[src/rtl/eth_tx_arb_if.sv]
// Signal bundle for the Ethernet TX arbiter: the packed per-source frame inputs
// and the single merged frame output.
interface eth_tx_arb_if #(
  parameter int S_COUNT    = 2,
  parameter int DATA_WIDTH = 8
);
  logic [S_COUNT-1:0]            s_eth_hdr_valid;
  logic [S_COUNT-1:0]            s_eth_hdr_ready;
  logic [S_COUNT*48-1:0]         s_eth_dest_mac;
  logic [S_COUNT*48-1:0]         s_eth_src_mac;
  logic [S_COUNT*16-1:0]         s_eth_type;
  logic [S_COUNT*DATA_WIDTH-1:0] s_eth_payload_axis_tdata;
  logic [S_COUNT-1:0]            s_eth_payload_axis_tvalid;
  logic [S_COUNT-1:0]            s_eth_payload_axis_tlast;
  logic [S_COUNT-1:0]            s_eth_payload_axis_tuser;
  logic [S_COUNT-1:0]            s_eth_payload_axis_tready;

  logic                          m_eth_hdr_valid;
  logic                          m_eth_hdr_ready;
  logic [47:0]                   m_eth_dest_mac;
  logic [47:0]                   m_eth_src_mac;
  logic [15:0]                   m_eth_type;
  logic [DATA_WIDTH-1:0]         m_eth_payload_axis_tdata;
  logic                          m_eth_payload_axis_tvalid;
  logic                          m_eth_payload_axis_tlast;
  logic                          m_eth_payload_axis_tuser;
  logic                          m_eth_payload_axis_tready;

  // slave is the arbiter's view; master is the surrounding sources and sink
  modport slave (
    input  s_eth_hdr_valid, s_eth_dest_mac, s_eth_src_mac, s_eth_type,
           s_eth_payload_axis_tdata, s_eth_payload_axis_tvalid,
           s_eth_payload_axis_tlast, s_eth_payload_axis_tuser,
           m_eth_hdr_ready, m_eth_payload_axis_tready,
    output s_eth_hdr_ready, s_eth_payload_axis_tready,
           m_eth_hdr_valid, m_eth_dest_mac, m_eth_src_mac, m_eth_type,
           m_eth_payload_axis_tdata, m_eth_payload_axis_tvalid,
           m_eth_payload_axis_tlast, m_eth_payload_axis_tuser
  );

  modport master (
    output s_eth_hdr_valid, s_eth_dest_mac, s_eth_src_mac, s_eth_type,
           s_eth_payload_axis_tdata, s_eth_payload_axis_tvalid,
           s_eth_payload_axis_tlast, s_eth_payload_axis_tuser,
           m_eth_hdr_ready, m_eth_payload_axis_tready,
    input  s_eth_hdr_ready, s_eth_payload_axis_tready,
           m_eth_hdr_valid, m_eth_dest_mac, m_eth_src_mac, m_eth_type,
           m_eth_payload_axis_tdata, m_eth_payload_axis_tvalid,
           m_eth_payload_axis_tlast, m_eth_payload_axis_tuser
  );
endinterface

[src/rtl/eth_tx_arb.sv]
// Round-robin, frame-granular arbiter merging S_COUNT Ethernet frame sources
// (header + AXI-stream payload) onto one output; a grant lasts until payload tlast.
module eth_tx_arb #(
  parameter int S_COUNT    = 2,
  parameter int DATA_WIDTH = 8
) (
  input  logic                       clk,
  input  logic                       rst_n,
  eth_tx_arb_if.slave                bus,
  output logic                       busy,
  output logic [$clog2(S_COUNT)-1:0] grant_index
);
  localparam int IDX_W = $clog2(S_COUNT);

  typedef enum logic [1:0] {IDLE, HDR, PAYLOAD} state_t;

  state_t                state, state_nxt;
  logic [IDX_W-1:0]      rr_ptr, sel_idx, hi_idx, any_idx;
  logic                  sel_found, hi_found;
  logic [47:0]           dest_mac_q, src_mac_q, sel_dest, sel_src;
  logic [15:0]           type_q, sel_type;
  logic [DATA_WIDTH-1:0] g_tdata;
  logic                  g_tvalid, g_tlast, g_tuser;
  logic                  last_hs;

  // Lowest requesting index at or above rr_ptr wins, otherwise lowest overall.
  always_comb begin
    hi_found = 1'b0;
    hi_idx   = '0;
    any_idx  = '0;
    for (int i = S_COUNT - 1; i >= 0; i--) begin
      if (bus.s_eth_hdr_valid[i]) begin
        any_idx = IDX_W'(i);
        if (IDX_W'(i) >= rr_ptr) begin
          hi_found = 1'b1;
          hi_idx   = IDX_W'(i);
        end
      end
    end
    sel_found = |bus.s_eth_hdr_valid;
    sel_idx   = hi_found ? hi_idx : any_idx;
  end

  always_comb begin
    sel_dest = '0;
    sel_src  = '0;
    sel_type = '0;
    g_tdata  = '0;
    g_tvalid = 1'b0;
    g_tlast  = 1'b0;
    g_tuser  = 1'b0;
    for (int i = 0; i < S_COUNT; i++) begin
      if (sel_idx == IDX_W'(i)) begin
        sel_dest = bus.s_eth_dest_mac[i*48 +: 48];
        sel_src  = bus.s_eth_src_mac[i*48 +: 48];
        sel_type = bus.s_eth_type[i*16 +: 16];
      end
      if (grant_index == IDX_W'(i)) begin
        g_tdata  = bus.s_eth_payload_axis_tdata[i*DATA_WIDTH +: DATA_WIDTH];
        g_tvalid = bus.s_eth_payload_axis_tvalid[i];
        g_tlast  = bus.s_eth_payload_axis_tlast[i];
        g_tuser  = bus.s_eth_payload_axis_tuser[i];
      end
    end
  end

  assign last_hs = (state == PAYLOAD) && g_tvalid && g_tlast && bus.m_eth_payload_axis_tready;

  always_ff @(posedge clk) begin
    if (!rst_n) state <= IDLE;
    else        state <= state_nxt;
  end

  always_comb begin
    state_nxt = state;
    case (state)
      IDLE:    if (sel_found)           state_nxt = HDR;
      HDR:     if (bus.m_eth_hdr_ready) state_nxt = PAYLOAD;
      PAYLOAD: if (last_hs)             state_nxt = IDLE;
      default:                          state_nxt = IDLE;
    endcase
  end

  // Readies and payload valid are forced low while rst_n is asserted.
  always_comb begin
    bus.s_eth_hdr_ready           = '0;
    bus.s_eth_payload_axis_tready = '0;
    bus.m_eth_payload_axis_tdata  = g_tdata;
    bus.m_eth_payload_axis_tvalid = 1'b0;
    bus.m_eth_payload_axis_tlast  = 1'b0;
    bus.m_eth_payload_axis_tuser  = 1'b0;
    bus.m_eth_hdr_valid           = (state == HDR);
    busy                          = (state != IDLE);
    if (rst_n && state == IDLE && sel_found)
      bus.s_eth_hdr_ready[sel_idx] = 1'b1;
    if (rst_n && state == PAYLOAD) begin
      bus.s_eth_payload_axis_tready[grant_index] = bus.m_eth_payload_axis_tready;
      bus.m_eth_payload_axis_tvalid = g_tvalid;
      bus.m_eth_payload_axis_tlast  = g_tlast;
      bus.m_eth_payload_axis_tuser  = g_tuser;
    end
  end

  always_ff @(posedge clk) begin
    if (!rst_n) begin
      rr_ptr      <= '0;
      grant_index <= '0;
      dest_mac_q  <= '0;
      src_mac_q   <= '0;
      type_q      <= '0;
    end else begin
      if (state == IDLE && sel_found) begin
        grant_index <= sel_idx;
        dest_mac_q  <= sel_dest;
        src_mac_q   <= sel_src;
        type_q      <= sel_type;
      end
      if (last_hs)
        rr_ptr <= (grant_index == IDX_W'(S_COUNT - 1)) ? '0 : grant_index + 1'b1;
    end
  end

  assign bus.m_eth_dest_mac = dest_mac_q;
  assign bus.m_eth_src_mac  = src_mac_q;
  assign bus.m_eth_type     = type_q;
endmodule
[src/flat_wrapper.sv]
// flat-port wrapper written by rule: the top's interface ports become plain ports
module eth_tx_arb_flat 
#(
  parameter int S_COUNT    = 2,
  parameter int DATA_WIDTH = 8
)
  (clk, rst_n, busy, grant_index, bus_s_eth_hdr_valid, bus_s_eth_dest_mac, bus_s_eth_src_mac, bus_s_eth_type, bus_s_eth_payload_axis_tdata, bus_s_eth_payload_axis_tvalid, bus_s_eth_payload_axis_tlast, bus_s_eth_payload_axis_tuser, bus_m_eth_hdr_ready, bus_m_eth_payload_axis_tready, bus_s_eth_hdr_ready, bus_s_eth_payload_axis_tready, bus_m_eth_hdr_valid, bus_m_eth_dest_mac, bus_m_eth_src_mac, bus_m_eth_type, bus_m_eth_payload_axis_tdata, bus_m_eth_payload_axis_tvalid, bus_m_eth_payload_axis_tlast, bus_m_eth_payload_axis_tuser);
  eth_tx_arb_if #(.S_COUNT(S_COUNT), .DATA_WIDTH(DATA_WIDTH)) bus_i ();
  input  logic clk;
  input  logic rst_n;
  output logic busy;
  output logic [$clog2(S_COUNT)-1:0] grant_index;
  input wire logic [$bits(bus_i.s_eth_hdr_valid)-1:0] bus_s_eth_hdr_valid;
  input wire logic [$bits(bus_i.s_eth_dest_mac)-1:0] bus_s_eth_dest_mac;
  input wire logic [$bits(bus_i.s_eth_src_mac)-1:0] bus_s_eth_src_mac;
  input wire logic [$bits(bus_i.s_eth_type)-1:0] bus_s_eth_type;
  input wire logic [$bits(bus_i.s_eth_payload_axis_tdata)-1:0] bus_s_eth_payload_axis_tdata;
  input wire logic [$bits(bus_i.s_eth_payload_axis_tvalid)-1:0] bus_s_eth_payload_axis_tvalid;
  input wire logic [$bits(bus_i.s_eth_payload_axis_tlast)-1:0] bus_s_eth_payload_axis_tlast;
  input wire logic [$bits(bus_i.s_eth_payload_axis_tuser)-1:0] bus_s_eth_payload_axis_tuser;
  input wire logic [$bits(bus_i.m_eth_hdr_ready)-1:0] bus_m_eth_hdr_ready;
  input wire logic [$bits(bus_i.m_eth_payload_axis_tready)-1:0] bus_m_eth_payload_axis_tready;
  output wire logic [$bits(bus_i.s_eth_hdr_ready)-1:0] bus_s_eth_hdr_ready;
  output wire logic [$bits(bus_i.s_eth_payload_axis_tready)-1:0] bus_s_eth_payload_axis_tready;
  output wire logic [$bits(bus_i.m_eth_hdr_valid)-1:0] bus_m_eth_hdr_valid;
  output wire logic [$bits(bus_i.m_eth_dest_mac)-1:0] bus_m_eth_dest_mac;
  output wire logic [$bits(bus_i.m_eth_src_mac)-1:0] bus_m_eth_src_mac;
  output wire logic [$bits(bus_i.m_eth_type)-1:0] bus_m_eth_type;
  output wire logic [$bits(bus_i.m_eth_payload_axis_tdata)-1:0] bus_m_eth_payload_axis_tdata;
  output wire logic [$bits(bus_i.m_eth_payload_axis_tvalid)-1:0] bus_m_eth_payload_axis_tvalid;
  output wire logic [$bits(bus_i.m_eth_payload_axis_tlast)-1:0] bus_m_eth_payload_axis_tlast;
  output wire logic [$bits(bus_i.m_eth_payload_axis_tuser)-1:0] bus_m_eth_payload_axis_tuser;
  assign bus_i.s_eth_hdr_valid = bus_s_eth_hdr_valid;
  assign bus_i.s_eth_dest_mac = bus_s_eth_dest_mac;
  assign bus_i.s_eth_src_mac = bus_s_eth_src_mac;
  assign bus_i.s_eth_type = bus_s_eth_type;
  assign bus_i.s_eth_payload_axis_tdata = bus_s_eth_payload_axis_tdata;
  assign bus_i.s_eth_payload_axis_tvalid = bus_s_eth_payload_axis_tvalid;
  assign bus_i.s_eth_payload_axis_tlast = bus_s_eth_payload_axis_tlast;
  assign bus_i.s_eth_payload_axis_tuser = bus_s_eth_payload_axis_tuser;
  assign bus_i.m_eth_hdr_ready = bus_m_eth_hdr_ready;
  assign bus_i.m_eth_payload_axis_tready = bus_m_eth_payload_axis_tready;
  assign bus_s_eth_hdr_ready = bus_i.s_eth_hdr_ready;
  assign bus_s_eth_payload_axis_tready = bus_i.s_eth_payload_axis_tready;
  assign bus_m_eth_hdr_valid = bus_i.m_eth_hdr_valid;
  assign bus_m_eth_dest_mac = bus_i.m_eth_dest_mac;
  assign bus_m_eth_src_mac = bus_i.m_eth_src_mac;
  assign bus_m_eth_type = bus_i.m_eth_type;
  assign bus_m_eth_payload_axis_tdata = bus_i.m_eth_payload_axis_tdata;
  assign bus_m_eth_payload_axis_tvalid = bus_i.m_eth_payload_axis_tvalid;
  assign bus_m_eth_payload_axis_tlast = bus_i.m_eth_payload_axis_tlast;
  assign bus_m_eth_payload_axis_tuser = bus_i.m_eth_payload_axis_tuser;
  eth_tx_arb #(.S_COUNT(S_COUNT), .DATA_WIDTH(DATA_WIDTH)) u_core (.clk(clk), .rst_n(rst_n), .bus(bus_i), .busy(busy), .grant_index(grant_index));
endmodule
[config.mk]
export PLATFORM = sky130hd
export DESIGN_NAME = eth_tx_arb_flat
export DESIGN_NICKNAME = d
export VERILOG_FILES = /design/src/rtl/eth_tx_arb_if.sv /design/src/rtl/eth_tx_arb.sv /design/src/flat_wrapper.sv
export SDC_FILE = /design/constraint.sdc
export NUM_CORES = 1
export LEC_CHECK = 0
export ABC_AREA = 1
export ABC_CLOCK_PERIOD_IN_PS = 2350
export CAP_MARGIN = 10
export CORE_AREA = 2 2 150 152
export CTS_CLUSTER_DIAMETER = 150
export DETAILED_ROUTE_END_ITERATION = 6
export DIE_AREA = 0 0 152 154
export HOLD_SLACK_MARGIN = 0.03
export PLACE_DENSITY_LB_ADDON = 0.3
export SETUP_SLACK_MARGIN = 0.2
export SLEW_MARGIN = 0
export SYNTH_ARGS = -nofsm -noshare
export SYNTH_HDL_FRONTEND = slang
export SYNTH_SLANG_ARGS = --single-unit
[constraint.sdc]
create_clock -name clk -period 2.35 [get_ports clk]
set_clock_uncertainty 0.2 [all_clocks]
set_input_delay 0.47 -clock clk [delete_from_list [all_inputs] [get_ports clk]]
set_output_delay 0.47 -clock clk [all_outputs]
set_load 0.1 [all_outputs]
==> run metrics <==
status=complete, no violations; CTS Sinks=116; die width=152 um; initial antenna violation count=1; CTS root buf=clkbuf_16; GR met1 Demand/Resource=0.2407; count of final hold-check violations=0; Synth Cell Area=6016 um2; HPWL Detailed=16.29 mm; vias in the first global route=6,878; Iteration-0 DRC Markers=496; min Tclk post-route=2.105 ns; CTS tree=built; max-slew headroom at the worst pin=0.4073; Unique masters post-synth=18; fraction of registers with async set or reset after synthesis=0; DR vias=7,265; startpoint class of the critical path=register; #FFs+latches synth=116; GRT met3 Usage=0.06652; register area share after synthesis=0.3860; minimum hold slack=0.1994 ns; Pwr Density=887.6 nW/um2; Synth area leaders=dfxtp_1 39%, nand2_1 16%, a21oi_1 9.7%; GPL Wtd Cong=0.7911; IO Port Bufs=381; Crit Path Class=register to primary output; endpoint class of the critical path=primary output; r2r setup slk=0.57 ns; r2r worst-path depth=7; Mean Syn Cell Area=6.455 um2; Peak VDD IR=0.0004598 V; terminus of the critical flop-to-flop path=u_core.bus.m_eth_src_mac[28]; Worst-Margin Slew=0.8890 ns; core box area=21,690 um2; Yosys top cell area share=0.3860; final setup vio count=0; Layout Nets=1,528; synth warn=0; DRT antenna net count=0; maximum root-to-sink buffer count=2; Min-Delay Endpoint=u_core.state[0]; TritonRoute pass-1 iters=4; count leader, synth=nand2_1; RSZ-0062 raised after global routing=true; post-cts hold buffer count=0; filler instances=2,170; largest net degree at the start of global routing=110; post-route non-filler standard cell count=1,568; Hold Crit Depth=3; CP required=1.68 ns; FF-to-FF Start=u_core.state[1]; HP Start=rst_n; syn nets=1,184; busiest grt layer=met2; Die Height=154 um; worst-skew pair later-pin latency=0.40 ns; DRC=0; synth-to-layout area growth=77.25%; initial core utilization=0.2774; Rows=54; Hold Path Class=input port to register; Primary FF master, synth=dfxtp_1; max-cap viol count=0; final WL=23.85 mm; clock slew at reported path FFs=0.06 ns; Final Slew Violations=0; EDFF count, synth=0; Tcrit/Tclk final=0.8957; Via density=4.633; total CTS buffers=17; I/O pin count=382; leading area contributor after synthesis=dfxtp_1; die area=23,410 um2; GRT Overall Usage=0.1957; TNS Setup=0 ns; Max Fclk=0.4751 GHz; LEAKAGE=5.175 nW; WL per Instance=15.21 um; Max H-tree Level=4; crit-path max FO=8; Post-synth top cells=264 x nand2_1, 119 x inv_1, 116 x a21oi_1, 116 x dfxtp_1, 115 x nand3_1; dpl cells=1,532; proportion of layout cells with a drive suffix above 1=0.1678; grt met2 use=0.3211; cells after synthesis=932; grt ovf=0; first-pass GRT wire length=37.03 mm; critical path data arrival time=1.43 ns
[layout by cell type, fill, tap and decap left out, drive strengths merged]
cell           netlist  layout
a21oi              116     116
clkinv               0       6
nor2                 6       6
nand3              115     115
inv                119     117
o22ai                1       1
nand3b               1       1
dlygate4sd2          0       3
clkdlybuf4s50        0     246
buf                 44     152
diode                0       1
dfxtp              116     116
o21ai              113     113
bufinv               0       3
nand2              267     267
nor3                 2       2
clkbuf              32      21
clkinvlp             0       2
[critical path, stage by stage (launching register included)]
cell        delay, ns
dfxtp_4          0.37
clkinvlp_4       0.18
buf_4            0.19
nand2_1          0.06
nand2_2          0.06
buf_12           0.16
[state kept, by name, indices dropped and copies added (netlist names)]
signal,flops
u_core.bus.m_eth_dest_mac,48
u_core.bus.m_eth_src_mac,48
u_core.bus.m_eth_type,16
u_core.grant_index,1
u_core.rr_ptr,1
u_core.state,2
[through the flow]
| step | util | setup WS, ns | power, W | area, um2 |
|---|---|---|---|---|
| floorplan | - | 0.03455 | 0.005628 | 6173 |
| global placement | 0.4603 | 0.01885 | 0.006804 | 9983 |
| detailed placement | 0.4603 | -0.05380 | 0.006837 | 9983 |
| CTS | 0.4894 | 0.1834 | 0.009550 | 10610 |
| global route | 0.4915 | 0.1450 | 0.009892 | 10660 |
| finish | 0.4916 | 0.2450 | 0.009464 | 10660 |
[worst max path at each step]
stage                                 startpoint                               end  slack, ns  cells past startpoint
final                         u_core.grant_index   bus_m_eth_payload_axis_tdata[3]       0.25                      5
after global routing          u_core.grant_index   bus_m_eth_payload_axis_tdata[0]       0.14                      5
after CTS                        u_core.state[1]            bus_s_eth_hdr_ready[0]       0.18                      6
after detailed placement  bus_s_eth_hdr_valid[0]      u_core.bus.m_eth_src_mac[28]      -0.05                      7
after global placement    bus_s_eth_hdr_valid[0]      u_core.bus.m_eth_src_mac[26]       0.02                      7
after floorplan                            rst_n  bus_s_eth_payload_axis_tready[0]       0.03                      4
[where the power goes]
part / leakage, nW / switching (W) / internal (W)
logic: 3.92 / 0.00319 / 0.00121
clock network: 0.289 / 0.000944 / 0.00171
registers: 0.965 / 0.000149 / 0.00226
total: 5.17 / 0.00429 / 0.00518
[timing repair]
| action | in CTS | in global routing |
|---|---|---|
| gates resized for setup | 13 | 8 |
| buffers inserted | 2 | 3 |
| endpoints found under the setup margin | 11 | 13 |
| pin swaps | 3 | 3 |
[cell families after synthesis]
| group | count (synthesis) | share of synthesized area |
|---|---|---|
| simple gates | 391 | 0.2741 |
| flops | 116 | 0.3860 |
| buf+inv | 195 | 0.1483 |
| compound gates | 230 | 0.1916 |
[layer usage]
metal	vias up	part of all wire	wire [um]
met2	285	0.48	11400
met5	-	0	0
met4	0	0.024	573
li1	3665	-	-
met1	3282	0.42	10120
met3	33	0.073	1751
[area by class of cell]
| class | instances | area (um2) | area share |
|---|---|---|---|
| Antenna cell | 1 | 2.502 | 0.0002347 |
| Tap cell | 280 | 350.3 | 0.03286 |
| Multi-Input combinational cell | 621 | 2968 | 0.2783 |
| Timing Repair Buffer | 401 | 3963 | 0.3716 |
| Sequential cell | 116 | 2331 | 0.2186 |
| Clock inverter | 9 | 130.1 | 0.01220 |
| Inverter | 119 | 457.9 | 0.04295 |
| Clock buffer | 21 | 460.4 | 0.04318 |
No activity file was read; power rests on OpenSTA's default activity.
